[src/rtl/fpu_driver.sv]
// fpu_driver: command FIFO plus handshake initiator for the fpu block.
// Upstream commands (operands, op code, tag) are buffered in a small FIFO and
// issued one at a time over the two-phase operand handshake. The result is
// collected over the two-phase result handshake and returned with its tag.
// A watchdog bounds the time spent in ISSUE+WAIT_RESULT. On expiry it returns
// an all-ones result with rsp_timeout set.
// Ports:
//   clock, reset            : clock and synchronous active-high reset
//   cmd_valid/ready, cmd_*  : upstream command channel
//   fpu_input_rdy/ack       : operand handshake, with fpu_data_a/b, fpu_operation
//   fpu_output_rdy/ack      : result handshake, with fpu_result
//   rsp_valid/ready, rsp_*  : downstream response channel (result, tag, timeout)
module fpu_driver #(
    parameter int unsigned bitness        = 32,
    parameter int unsigned fifo_depth     = 4,
    parameter int unsigned tag_width      = 4,
    parameter int unsigned timeout_cycles = 1024
) (
    input  logic                 clock,
    input  logic                 reset,
    input  logic                 cmd_valid,
    output logic                 cmd_ready,
    input  logic [bitness-1:0]   cmd_a,
    input  logic [bitness-1:0]   cmd_b,
    input  logic [3:0]           cmd_op,
    input  logic [tag_width-1:0] cmd_tag,
    output logic                 fpu_input_rdy,
    input  logic                 fpu_input_ack,
    output logic [bitness-1:0]   fpu_data_a,
    output logic [bitness-1:0]   fpu_data_b,
    output logic [3:0]           fpu_operation,
    input  logic                 fpu_output_rdy,
    output logic                 fpu_output_ack,
    input  logic [bitness-1:0]   fpu_result,
    output logic                 rsp_valid,
    input  logic                 rsp_ready,
    output logic [bitness-1:0]   rsp_result,
    output logic [tag_width-1:0] rsp_tag,
    output logic                 rsp_timeout
);

    localparam int unsigned ptr_w = $clog2(fifo_depth);
    localparam int unsigned cnt_w = ptr_w + 1;
    localparam int unsigned wd_w  = $clog2(timeout_cycles + 1);
    localparam logic [cnt_w-1:0] full_count = cnt_w'(fifo_depth);
    localparam logic [wd_w-1:0]  wd_limit   = wd_w'(timeout_cycles - 1);

    typedef enum logic [2:0] {
        IDLE,
        ISSUE,
        WAIT_RESULT,
        ACK_RESULT,
        RESPOND
    } state_t;

    // Command FIFO
    logic [bitness-1:0]   mem_a   [fifo_depth];
    logic [bitness-1:0]   mem_b   [fifo_depth];
    logic [3:0]           mem_op  [fifo_depth];
    logic [tag_width-1:0] mem_tag [fifo_depth];
    logic [ptr_w-1:0]     wr_ptr, rd_ptr;
    logic [cnt_w-1:0]     count;
    logic                 full, empty, push, pop;

    assign full      = (count == full_count);
    assign empty     = (count == '0);
    assign cmd_ready = !full && !reset;
    assign push      = cmd_valid && cmd_ready;

    always_ff @(posedge clock) begin
        if (push) begin
            mem_a[wr_ptr]   <= cmd_a;
            mem_b[wr_ptr]   <= cmd_b;
            mem_op[wr_ptr]  <= cmd_op;
            mem_tag[wr_ptr] <= cmd_tag;
        end
    end

    always_ff @(posedge clock) begin
        if (reset) begin
            wr_ptr <= '0;
            rd_ptr <= '0;
            count  <= '0;
        end else begin
            if (push) wr_ptr <= wr_ptr + 1'b1;
            if (pop)  rd_ptr <= rd_ptr + 1'b1;
            case ({push, pop})
                2'b10:   count <= count + 1'b1;
                2'b01:   count <= count - 1'b1;
                default: ;
            endcase
        end
    end

    // Control FSM
    state_t             state, state_n;
    logic [wd_w-1:0]    wd, wd_n;
    logic               in_rdy_n, out_ack_n, rsp_valid_n, rsp_timeout_n;
    logic [bitness-1:0] rsp_result_n;
    logic               expired;

    assign expired = (wd == wd_limit);

    always_comb begin
        state_n       = state;
        wd_n          = wd;
        in_rdy_n      = fpu_input_rdy;
        out_ack_n     = fpu_output_ack;
        rsp_valid_n   = rsp_valid;
        rsp_timeout_n = rsp_timeout;
        rsp_result_n  = rsp_result;
        pop           = 1'b0;
        case (state)
            IDLE: begin
                if (!empty) begin
                    pop      = 1'b1;
                    in_rdy_n = 1'b1;
                    wd_n     = '0;
                    state_n  = ISSUE;
                end
            end
            ISSUE: begin
                wd_n = wd + 1'b1;
                // The exit condition is tested first, so it wins over a coinciding expiry.
                if (fpu_input_ack) begin
                    in_rdy_n = 1'b0;
                    state_n  = WAIT_RESULT;
                end else if (expired) begin
                    in_rdy_n      = 1'b0;
                    rsp_result_n  = '1;
                    rsp_timeout_n = 1'b1;
                    rsp_valid_n   = 1'b1;
                    state_n       = RESPOND;
                end
            end
            WAIT_RESULT: begin
                wd_n = wd + 1'b1;
                if (fpu_output_rdy) begin
                    rsp_result_n = fpu_result;
                    out_ack_n    = 1'b1;
                    state_n      = ACK_RESULT;
                end else if (expired) begin
                    rsp_result_n  = '1;
                    rsp_timeout_n = 1'b1;
                    rsp_valid_n   = 1'b1;
                    state_n       = RESPOND;
                end
            end
            ACK_RESULT: begin
                if (!fpu_output_rdy) begin
                    out_ack_n     = 1'b0;
                    rsp_valid_n   = 1'b1;
                    rsp_timeout_n = 1'b0;
                    state_n       = RESPOND;
                end
            end
            RESPOND: begin
                if (rsp_valid && rsp_ready) begin
                    rsp_valid_n = 1'b0;
                    state_n     = IDLE;
                end
            end
            default: state_n = IDLE;
        endcase
    end

    always_ff @(posedge clock) begin
        if (reset) begin
            state          <= IDLE;
            wd             <= '0;
            fpu_input_rdy  <= 1'b0;
            fpu_output_ack <= 1'b0;
            fpu_data_a     <= '0;
            fpu_data_b     <= '0;
            fpu_operation  <= '0;
            rsp_valid      <= 1'b0;
            rsp_timeout    <= 1'b0;
            rsp_result     <= '0;
            rsp_tag        <= '0;
        end else begin
            state          <= state_n;
            wd             <= wd_n;
            fpu_input_rdy  <= in_rdy_n;
            fpu_output_ack <= out_ack_n;
            rsp_valid      <= rsp_valid_n;
            rsp_timeout    <= rsp_timeout_n;
            rsp_result     <= rsp_result_n;
            if (pop) begin
                fpu_data_a    <= mem_a[rd_ptr];
                fpu_data_b    <= mem_b[rd_ptr];
                fpu_operation <= mem_op[rd_ptr];
                rsp_tag       <= mem_tag[rd_ptr];
            end
        end
    end

endmodule

[config.mk]
export PLATFORM = sky130hd
export DESIGN_NAME = fpu_driver
export DESIGN_NICKNAME = d
export VERILOG_FILES = /design/src/rtl/fpu_driver.sv
export SDC_FILE = /design/constraint.sdc
export NUM_CORES = 1
export LEC_CHECK = 0
export CAP_MARGIN = 15
export CORE_UTILIZATION = 54
export DETAILED_ROUTE_END_ITERATION = 7
export GPL_ROUTABILITY_DRIVEN = 0
export PLACE_DENSITY = 0.82
export SLEW_MARGIN = 5
export SYNTH_ARGS = -nofsm -noshare
export SYNTH_HDL_FRONTEND = slang
export SYNTH_SLANG_ARGS = --single-unit
[constraint.sdc]
create_clock -name clock -period 4.5 [get_ports clock]
set_clock_uncertainty 0.05 [all_clocks]
set_input_delay 0.9 -clock clock [delete_from_list [all_inputs] [get_ports clock]]
set_output_delay 0.9 -clock clock [all_outputs]
set_load 0.02 [all_outputs]
==> metrics.md, run 1 <==
| Metric | Value |
|---|---|
| Hold worst-path end | rsp_result[16]$_SDFFE_PP0P_ |
| Synthesis Warnings | 0 |
| Floorplan die height | 171 µm |
| Total vias in the final route | 8,982 |
| Die outline area | 0.0291 mm² |
| Final Max Tran Viols | 0 |
| Arrival time at the worst endpoint | 2.10 ns |
| Worst max-slew margin expressed relative to the limit | 0.276 |
| Horizontal die dimension | ~170 µm |
| Slowest stage cell, crit path | sky130_fd_sc_hd__clkdlybuf4s50_1 |
| Fraction of final layout cells sized beyond drive strength 1 | 0.137 |
| Post-CTS setup-driven buffer insertion count | 0 |
| Reg area | 0.0112 mm² |
| Number of antenna violations at the first check in global routing | 3 |
| Post-synth top flop | sky130_fd_sc_hd__edfxtp_1 |
| Global-route wire length before repair | between 50,000 and 60,000 µm |
| Cell Area, Placed | 0.0179 mm² |
| Net Count, Synth | about 1,100 |
| Count of pins on the block boundary | 219 |
| Req. time, crit path | 3.55 ns |
| Clk sink count | 417 |
| Ys async rst share | 0 |
| CTS tree | done |
| Number of enable flip-flop cells after synthesis | 288 |
| Vias in the first global route | 9,248 |
| Flip-flop and latch count after synthesis | 417 |
| Clk pin slew, worst setup/hold paths | around 0.06 ns |
| Detailed-route vias per instance | about 5.5 |
| Global-route usage over all layers | 0.229 |
| Hold Crit Start | rsp_result[16]$_SDFFE_PP0P_ |
| Initial detailed-routing violation count | 715 |
| DPL Wire Length | 18,800 µm |
| Net count, final | 1,323 |
| Dominant cell type by area after synthesis | sky130_fd_sc_hd__edfxtp_1 |
| Setup slack of the most critical reg-to-reg path | roughly 2.1 ns |
| Leakage power summed over all cells | roughly 0.0063 µW |
| Drt pass-1 iters | 5 |
| Synthesized area divided by synthesized cell count | roughly 16 µm² |
| Maximum buffer depth of the clock tree | 3 |
| Total setup violations reported at the end of the flow | 0 |
| Power density of the placed cells | 601 mW/mm² |
| Largest cells by area after synthesis | sky130_fd_sc_hd__edfxtp_1 (56%), sky130_fd_sc_hd__dfxtp_1 (17%), sky130_fd_sc_hd__mux4_2 (11%), sky130_fd_sc_hd__nand2_1 (3.7%), sky130_fd_sc_hd__a21oi_1 (2.6%) |
| Netlist Area Pre-Place | 0.0153 mm² |
| Multi-input gate area | roughly 0.0037 mm² |
| WL per Instance | 20.1 µm |
| Maximum clock frequency | ~330 MHz |
| Period minus WS final | 3.05 ns |
| Post-Synthesis Cells | just under 1,000 |
| Depth of the CTS H-tree | 2 |
| Worst Hold Path Cells | 2 |
| Starting Density | 0.551 |
| Worst Path Class, Setup | in -> out |
| Critical path cell sequence | buf_4 -> a21oi_1 -> clkdlybuf4s50_1 |
| DRC violation count after routing | 0 |
| Final sum of negative setup slack | 0 ns |
| Post-detailed-route count of antenna-violating nets | 0 |
| Worst Reg-to-Reg Cells | 9 |
| Pin count of the biggest net entering global routing | 76 |
| Crit start category | input pin |
| Status | finished, final reports clean |
| Library cell with the highest instance count after synthesis | sky130_fd_sc_hd__edfxtp_1 |
| Most frequent cells after synthesis | sky130_fd_sc_hd__edfxtp_1 (288), sky130_fd_sc_hd__nand2_1 (150), sky130_fd_sc_hd__dfxtp_1 (129) |
| Post-cts gate resize count | 0 |
| Worst-path fanout max | 59 |
| Aggregate routed wire length | 32,500 µm |
| Placed instance count | 1,539 |
| Worst setup EP type | primary output |
| Worst vdd ir | 364 µV |
| Delay of the slowest cell on the worst path | 0.57 ns |
| Number of buffers created by CTS | 42 |
| Port Buffers | 218 |
| Yosys top cell area share | 0.564 |
| Worst min-delay path category | reg -> reg |
| FF-to-FF End | count[2]$_SDFFE_PP0P_ |
| Filler Cell Count | 1,756 |
| Core area | approximately 0.028 mm² |
| Insertion delay to the later sink of the worst-skew pair | 0.55 ns |
| Layout Cells excl Fill | ~1,600 |
| Origin of the critical flop-to-flop path | count[0]$_SDFFE_PP0P_ |
| Netlist cell types | just under 50 |
| Slew at the pin closest to its max-slew limit | 1.09 ns |
| Rows | ~60 |
| Final hold violation count | 0 |
| Area Growth Syn to Fin | 26.5% |
| Clock root buffer | sky130_fd_sc_hd__clkbuf_16 |
| Number of max-cap violations | 0 |
| Post-CTS Hold Buffers | 0 |
| RSZ-0062 raised after global routing | false |
| Post-route design area | 0.0194 mm² |
| Post-synthesis sequential area ratio | 0.732 |
| Overflow left after global routing | 0 |
| Tcrit/Tclk final | 0.678 |
per-layer routing:
layer | GRT usage | vias up | part of all wire
met4 | 0.0674 | 2 | 0.022
met1 | 0.287 | 4457 | 0.39
li1 | - | 4118 | -
met2 | 0.400 | 342 | 0.51
met3 | 0.0507 | 63 | 0.074
met5 | 0 | - | 0.00040
power breakdown:
part / switching (µW) / internal, µW
Clock: 1460 / 2160
Combinational: 1680 / 1390
Sequential: 393 / 4580
Total: 3530 / 8130
critical path: cells and delay by family:
family,cells,cell delay [ns]
compound gates,1,0.12
buf+inv,2,1.07
cells by family after synthesis:
logic type / Yosys count / synth area share
DFF: 417 / 0.732
and+or+nand+nor: 243 / 0.0672
AOI/OAI and AO/OA: 136 / 0.0539
buffers and inverters: 100 / 0.0275
muxes: 73 / 0.106
xor gates and xnor gates: 10 / 0.00620
adders and majority gates: 8 / 0.00693
worst max path at each step:
stage	startpoint	slack (ns)	to	cells past startpoint
finish	reset	1.45	cmd_ready	3
global route	reset	1.37	cmd_ready	3
CTS	reset	1.42	cmd_ready	3
detailed placement	cmd_valid	1.28	count[2]$_SDFFE_PP0P_	10
global placement	cmd_valid	1.30	count[2]$_SDFFE_PP0P_	10
floorplan	reset	0.66	mem_a[1][0]$_DFFE_PP_	3
layout make-up:
class,count,area share
flip-flops and latches,417,0.579
multi-input cells,470,0.191
repair buffers,230,0.120
clock buffers,57,0.0629
well taps,378,0.0244
clock inverters,21,0.0135
inverters,45,0.00870
diodes,2,0.000258
sequential cells by signal, indices dropped and copies added, names as in the netlist, 11 cells and up:
name and cells:
mem_op 16, wd 11, mem_a 128, fpu_data_a 32
mem_tag 16, rsp_result 32, mem_b 128, fpu_data_b 32
cells in the final DEF (no fill, tap or decap), types with 2 or more instances in the layout:
| master | n |
|---|---|
| sky130_fd_sc_hd__ha_1 | 6 |
| sky130_fd_sc_hd__clkdlybuf4s50_1 | 217 |
| sky130_fd_sc_hd__inv_1 | 44 |
| sky130_fd_sc_hd__xnor2_1 | 6 |
| sky130_fd_sc_hd__nand3_1 | 12 |
| sky130_fd_sc_hd__or4_1 | 2 |
| sky130_fd_sc_hd__diode_2 | 2 |
| sky130_fd_sc_hd__a221oi_1 | 2 |
| sky130_fd_sc_hd__bufinv_16 | 4 |
| sky130_fd_sc_hd__buf_12 | 4 |
| sky130_fd_sc_hd__buf_4 | 7 |
| sky130_fd_sc_hd__nor2_1 | 49 |
| sky130_fd_sc_hd__o21ai_0 | 5 |
| sky130_fd_sc_hd__edfxtp_1 | 288 |
| sky130_fd_sc_hd__clkinv_8 | 3 |
| sky130_fd_sc_hd__clkbuf_8 | 7 |
| sky130_fd_sc_hd__dfxtp_4 | 2 |
| sky130_fd_sc_hd__nand4_1 | 3 |
| sky130_fd_sc_hd__o31ai_1 | 2 |
| sky130_fd_sc_hd__nor3_1 | 7 |
| sky130_fd_sc_hd__mux4_2 | 72 |
| sky130_fd_sc_hd__clkbuf_1 | 6 |
| sky130_fd_sc_hd__clkinv_1 | 4 |
| sky130_fd_sc_hd__xor2_1 | 3 |
| sky130_fd_sc_hd__clkinv_2 | 8 |
| sky130_fd_sc_hd__a211oi_1 | 36 |
| sky130_fd_sc_hd__nor2b_1 | 2 |
| sky130_fd_sc_hd__or3_1 | 5 |
| sky130_fd_sc_hd__nand2_1 | 150 |
| sky130_fd_sc_hd__buf_8 | 2 |
| sky130_fd_sc_hd__clkbuf_16 | 44 |
| sky130_fd_sc_hd__dfxtp_1 | 127 |
| sky130_fd_sc_hd__and2_4 | 4 |
| sky130_fd_sc_hd__a21oi_1 | 81 |
metrics by stage:
step                       util  setup WS, ns  total power, µW  hold WS [ns]
final                     0.697          1.45            11700         0.402
after global routing      0.697          1.37            12200         0.416
after CTS                 0.696          1.42            11800         0.402
after detailed placement  0.643          1.28             8120         0.390
after global placement    0.642          1.30             8060         0.389
after floorplan               -         0.660             6930         0.402
No activity file was read; power rests on OpenSTA's default activity.
==> inputs of run 2 (changes only) <==
--- a/config.mk
+++ b/config.mk
@@ -6,10 +6,10 @@
 export NUM_CORES = 1
 export LEC_CHECK = 0
 export CAP_MARGIN = 15
-export CORE_UTILIZATION = 54
+export CORE_UTILIZATION = 49
 export DETAILED_ROUTE_END_ITERATION = 7
 export GPL_ROUTABILITY_DRIVEN = 0
-export PLACE_DENSITY = 0.82
+export PLACE_DENSITY = 0.79
 export SLEW_MARGIN = 5
 export SYNTH_ARGS = -nofsm -noshare
 export SYNTH_HDL_FRONTEND = slang
==> constraint.sdc (replaced) <==
create_clock -name clock -period 2.5 [get_ports clock]
set_clock_uncertainty 0.05 [all_clocks]
set_input_delay 0.5 -clock clock [delete_from_list [all_inputs] [get_ports clock]]
set_output_delay 0.5 -clock clock [all_outputs]
set_load 0.02 [all_outputs]
==> run 2 against run 1 <==
Global-route usage decreased by 2.7 points. Flip-flop and latch count stayed put. Clock power is 66% higher. First-iteration DRC count decreased by 21%. Worst setup slack lost 1.3 ns. Die area is 10% higher. Core utilization down 5.7 points. Combinational power is 94% higher. Wire length fell by 1.1%. Critical path type is now reg -> out. Critical endpoint unchanged. Largest cell class unchanged. Largest power group unchanged.
==> metrics.md, run 2 (same netlist as run 1, synthesis figures left out) <==
| Metric | Value |
|---|---|
| Leakage power summed over all cells | 0.00641 µW |
| Power density of the placed cells | 1060 mW/mm² |
| Switching fraction of total power | 0.305 |
| Rows | 64 |
| Die outline area | 0.0320 mm² |
| Filler Cell Count | between 2,000 and 2,500 |
| Part of the total power dissipated in the clock network | 0.290 |
| Drt pass-1 iters | 5 |
| Clk sink count | between 400 and 500 |
| Final Max Tran Viols | 0 |
| Cell Area, Placed | 0.0183 mm² |
| Worst Path Class, Setup | reg -> out |
| Combinational cell fraction of total power | 0.287 |
| Worst Hold Path Cells | 2 |
| Area Growth Syn to Fin | 27.8% |
| Worst setup EP type | primary output |
| Number of antenna violations at the first check in global routing | 2 |
| Pin count of the biggest net entering global routing | 76 |
| WL per Instance | slightly below 20 µm |
| Detailed-route vias per instance | 5.41 |
| Aggregate routed wire length | 32,200 µm |
| Post-route design area | 0.0196 mm² |
| Depth of the CTS H-tree | 2 |
| Post-CTS Hold Buffers | 0 |
| DRC violation count after routing | 0 |
| Post-cts gate resize count | 0 |
| Total vias in the final route | 8,977 |
| Floorplan die height | 179 µm |
| Leading cell type in the layout, fill and taps excluded | sky130_fd_sc_hd__edfxtp_1 |
| Clk pin slew, worst setup/hold paths | around 0.06 ns |
| Req. time, crit path | 1.95 ns |
| DPL Wire Length | 19,900 µm |
| Post-route total power | 20,700 µW |
| Port Buffers | 218 |
| Maximum clock frequency | 423 MHz |
| CTS tree | done |
| Initial detailed-routing violation count | between 500 and 600 |
| Count of pins on the block boundary | 219 |
| Final sum of negative setup slack | 0 ns |
| Number of max-cap violations | 0 |
| Core area | 0.0307 mm² |
| Global-route usage over all layers | 0.202 |
| Clock root buffer | sky130_fd_sc_hd__clkbuf_16 |
| Fraction of final layout cells sized beyond drive strength 1 | 0.151 |
| Post-detailed-route count of antenna-violating nets | 0 |
| Worst vdd ir | 863 µV |
| Power Internal | between 10,000 and 15,000 µW |
| Starting Density | 0.500 |
| RSZ-0062 raised after global routing | false |
| Final hold violation count | 0 |
| Arrival time at the worst endpoint | 1.82 ns |
| Horizontal die dimension | ~180 µm |
| Overflow left after global routing | 0 |
| Maximum buffer depth of the clock tree | 3 |
| Worst min-delay path category | reg -> reg |
| Post-layout utilization of the core | 0.639 |
| Slew at the pin closest to its max-slew limit | 0.879 ns |
| Insertion delay to the later sink of the worst-skew pair | 0.54 ns |
| Vias in the first global route | a little over 9,000 |
| Worst max-slew margin expressed relative to the limit | 0.414 |
| Crit start category | flop |
| Global-route wire length before repair | 48,900 µm |
| Largest registers | mem_a (128), mem_b (128) |
| Worst Reg-to-Reg Cells | 8 |
| Sequential share of power | 0.423 |
| Net switching power of the design | approximately 6300 µW |
| Net count, final | 1,345 |
| Tcrit/Tclk final | 0.946 |
| Period minus WS final | about 2.4 ns |
| Status | finished, final reports clean |
| Post-CTS setup-driven buffer insertion count | 0 |
| Leading cell types in the layout, fill and taps excluded | sky130_fd_sc_hd__edfxtp_1 (288), sky130_fd_sc_hd__clkdlybuf4s50_1 (217), sky130_fd_sc_hd__nand2_1 (150), sky130_fd_sc_hd__dfxtp_1 (127), sky130_fd_sc_hd__a21oi_1 (81) |
| Total setup violations reported at the end of the flow | 0 |
| Worst-path fanout max | 4 |
| Number of buffers created by CTS | between 40 and 50 |
[run 2: cell types whose count changed in the layout (fill, tap and decap cells not counted), moves of 2 or more]
| cell | before | now |
|---|---|---|
| sky130_fd_sc_hd__clkbuf_1 | 6 | 9 |
| sky130_fd_sc_hd__buf_4 | 7 | 19 |
| sky130_fd_sc_hd__clkinv_4 | 0 | 2 |
| sky130_fd_sc_hd__bufinv_16 | 4 | 1 |
| sky130_fd_sc_hd__buf_8 | 2 | 0 |
| sky130_fd_sc_hd__clkinvlp_4 | 0 | 3 |
| sky130_fd_sc_hd__buf_12 | 4 | 15 |
[run 2: path summary, 6_finish.rpt]
path | slack [ns] | to | from
worst min-delay path | 0.40 | rsp_result[29]$_SDFFE_PP0P_ | rsp_result[29]$_SDFFE_PP0P_
worst max register to register | 0.21 | count[2]$_SDFFE_PP0P_ | count[2]$_SDFFE_PP0P_
worst min register to register | 0.40 | rsp_result[29]$_SDFFE_PP0P_ | rsp_result[29]$_SDFFE_PP0P_
worst max-delay path | 0.13 | cmd_ready | count[0]$_SDFFE_PP0P_
[run 2: power groups by stage]
stage	Sequential (µW)	Clock (µW)	Combinational, µW
2_1_floorplan	9290	0	3170
3_3_place_gp	8890	0	5880
3_5_place_dp	8920	0	5970
4_1_cts	8790	6100	6020
5_1_grt	8880	6410	6440
6_report	8770	6010	5950
[run 2: metal layers]
metal / up-vias / global-route usage / share of wire / wire (µm)
li1: 4164 / - / - / -
met1: 4430 / 0.254 / 0.40 / 12900
met2: 328 / 0.346 / 0.50 / 16000
met3: 55 / 0.0507 / 0.081 / 2610
met4: 0 / 0.0590 / 0.020 / 639
met5: - / 0 / 0 / 0
[run 2: worst max-delay path, stage by stage, from the launching register on]
cell                              delay [ns]
sky130_fd_sc_hd__dfxtp_1                0.41
sky130_fd_sc_hd__nor2_1                 0.10
sky130_fd_sc_hd__a21oi_1                0.15
sky130_fd_sc_hd__clkdlybuf4s50_1        0.64
[run 2: area by class of cell]
type,instances,area (µm²),area share
well taps,396,495,0.0253
flip-flops and latches,417,11200,0.573
multi-input cells,470,3710,0.189
diodes,2,5.00,0.000255
repair buffers,252,2640,0.135
clock buffers,58,1190,0.0608
clock inverters,20,159,0.00810
inverters,45,169,0.00861
[run 2: per-stage QoR]
stage	setup slack, ns	std cells	hold slack, ns
floorplan	0.00891	987	0.402
global placement	-0.109	1579	0.389
detailed placement	-0.107	1580	0.392
CTS	0.113	1658	0.403
global route	0.0218	1658	0.416
finish	0.134	1660	0.401
==> inputs of run 3 (changes only) <==
--- a/config.mk
+++ b/config.mk
@@ -5,7 +5,7 @@
 export SDC_FILE = /design/constraint.sdc
 export NUM_CORES = 1
 export LEC_CHECK = 0
-export CAP_MARGIN = 15
+export CAP_MARGIN = 40
 export CORE_UTILIZATION = 49
 export DETAILED_ROUTE_END_ITERATION = 7
 export GPL_ROUTABILITY_DRIVEN = 0
==> run 3 against run 2 <==
Maximum frequency stayed put. Via count stayed put. Combinational power hardly changed. Global-route usage stayed put. Clock-buffer cell count stayed put. Sequential share of layout area stayed put. First-iteration DRC count stayed put. Worst hold slack stayed put. Non-clock buffer count stayed put. Power stayed put. Flip-flop and latch count stayed put. Worst setup slack stayed put. Highest routed layer unchanged.
==> metrics.md, run 3 (same netlist as run 1, synthesis figures left out) <==
| Metric | Value |
|---|---|
| Area Growth Syn to Fin | 27.8% |
| Worst setup startpoint | count[0]$_SDFFE_PP0P_ |
| Critical path cell sequence | nor2_1 -> a21oi_1 -> clkdlybuf4s50_1 |
| Power density of the placed cells | ~1100 mW/mm² |
| Final hold violation count | 0 |
| Starting Density | 0.500 |
| Number of buffers created by CTS | 42 |
| Die outline area | 0.0320 mm² |
| Fraction of final layout cells sized beyond drive strength 1 | 0.151 |
| Total setup violations reported at the end of the flow | 0 |
| Worst min-delay path category | reg -> reg |
| Post-cts gate resize count | 0 |
| Post-layout utilization of the core | 0.639 |
| Tcrit/Tclk final | 0.946 |
| Worst vdd ir | 863 µV |
| Final Max Tran Viols | 0 |
| GR peak layer | met2 |
| Global-route wire length before repair | ~49,000 µm |
| Hold Crit Start | rsp_result[29]$_SDFFE_PP0P_ |
| Depth of the CTS H-tree | 2 |
| Overflow left after global routing | 0 |
| Slowest stage cell, crit path | sky130_fd_sc_hd__clkdlybuf4s50_1 |
| Status | finished, final reports clean |
| Met2 Use GR | 0.346 |
| Net count, final | about 1,300 |
| Delay of the slowest cell on the worst path | 0.64 ns |
| Filler Cell Count | 2,101 |
| Pin count of the biggest net entering global routing | 76 |
| Arrival time at the worst endpoint | 1.82 ns |
| Maximum buffer depth of the clock tree | 3 |
| RSZ-0062 raised after global routing | false |
| Period minus WS final | 2.37 ns |
| Worst Path Class, Setup | reg -> out |
| Global-route track usage on met3 | 0.0507 |
| Maximum clock frequency | between 400 and 500 MHz |
| Req. time, crit path | a little under 2 ns |
| Floorplan die height | 179 µm |
| Hold Slack | 0.401 ns |
| Number of antenna violations at the first check in global routing | 2 |
| DRC violation count after routing | 0 |
| Global-route usage over all layers | 0.202 |
| Core area | 0.0307 mm² |
| Clock root buffer | sky130_fd_sc_hd__clkbuf_16 |
| Count of pins on the block boundary | approximately 220 |
| Number of max-cap violations | 0 |
| WL per Instance | just under 20 µm |
| Vias in the first global route | 9,073 |
| Initial detailed-routing violation count | 564 |
| CTS tree | done |
| Total vias in the final route | 8,977 |
| Port Buffers | 218 |
| Leading cell types in the layout, fill and taps excluded | sky130_fd_sc_hd__edfxtp_1 (288), sky130_fd_sc_hd__clkdlybuf4s50_1 (217), sky130_fd_sc_hd__nand2_1 (150), sky130_fd_sc_hd__dfxtp_1 (127), sky130_fd_sc_hd__a21oi_1 (81) |
| Leakage power summed over all cells | 0.00641 µW |
| Drt pass-1 iters | 5 |
| Leading cell type in the layout, fill and taps excluded | sky130_fd_sc_hd__edfxtp_1 |
| Post-CTS Hold Buffers | 0 |
| Worst setup EP type | primary output |
| Detailed-route vias per instance | 5.41 |
| Aggregate routed wire length | ~32,000 µm |
| Clk pin slew, worst setup/hold paths | roughly 0.060 ns |
| Worst-path fanout max | 4 |
| Fraction of met1 tracks used by global routing | 0.254 |
| Rows | 64 |
| Crit start category | flop |
| Worst max-slew margin expressed relative to the limit | 0.414 |
| DPL Wire Length | roughly 20,000 µm |
| Post-CTS setup-driven buffer insertion count | 0 |
| Largest registers | mem_a (128), mem_b (128) |
| Clk sink count | 417 |
| Origin of the critical flop-to-flop path | count[2]$_SDFFE_PP0P_ |
| Horizontal die dimension | 179 µm |
| Slew at the pin closest to its max-slew limit | 0.879 ns |
| Post-detailed-route count of antenna-violating nets | 0 |
| Insertion delay to the later sink of the worst-skew pair | 0.54 ns |
## run 3: cell counts in the layout (fill, tap and decap cells not counted)
No cell type changed its count.
## run 3: layout make-up
| cell class | count | area, µm² | area share |
|---|---|---|---|
| Clock inverter | 20 | 159 | 0.00810 |
| Multi-Input combinational cell | 470 | 3710 | 0.189 |
| Sequential cell | 417 | 11200 | 0.573 |
| Antenna cell | 2 | 5.00 | 0.000255 |
| Tap cell | 396 | 495 | 0.0253 |
| Timing Repair Buffer | 252 | 2640 | 0.135 |
| Inverter | 45 | 169 | 0.00861 |
| Clock buffer | 58 | 1190 | 0.0608 |
## run 3: worst max-delay path: cells and delay by family (launching register included)
family / cells / cell delay (ns)
AOI/OAI and AO/OA: 1 / 0.15
DFF: 1 / 0.41
buffers and inverters: 1 / 0.64
and+or+nand+nor: 1 / 0.10
## run 3: final timing paths
check | end | slack, ns | cells after the start
worst max-delay path | cmd_ready | 0.13 | 3
worst min-delay path | rsp_result[29]$_SDFFE_PP0P_ | 0.40 | 2
worst min register to register | rsp_result[29]$_SDFFE_PP0P_ | 0.40 | 2
worst max register to register | count[2]$_SDFFE_PP0P_ | 0.21 | 8
## run 3: power breakdown
part	switching (µW)	internal, µW
Clock	2540	3470
Combinational	3250	2700
Sequential	531	8240
Total	6330	14400
## run 3: metrics by stage
step	worst slack, ns	std cells	TNS, ns	total power, µW	cell area, µm²
after floorplan	0.00891	987	0	12500	15400
after global placement	-0.109	1579	-1.04	14800	18200
after detailed placement	-0.107	1580	-0.107	14900	18300
after CTS	0.113	1658	0	20900	19600
after global routing	0.0218	1658	0	21700	19600
final	0.134	1660	0	20700	19600
## run 3: layer usage
layer  vias up  routed length [µm]
met3        55                2610
met2       328               16000
li1       4164                   -
met1      4430               12900
met4         0                 639
met5         -                   0
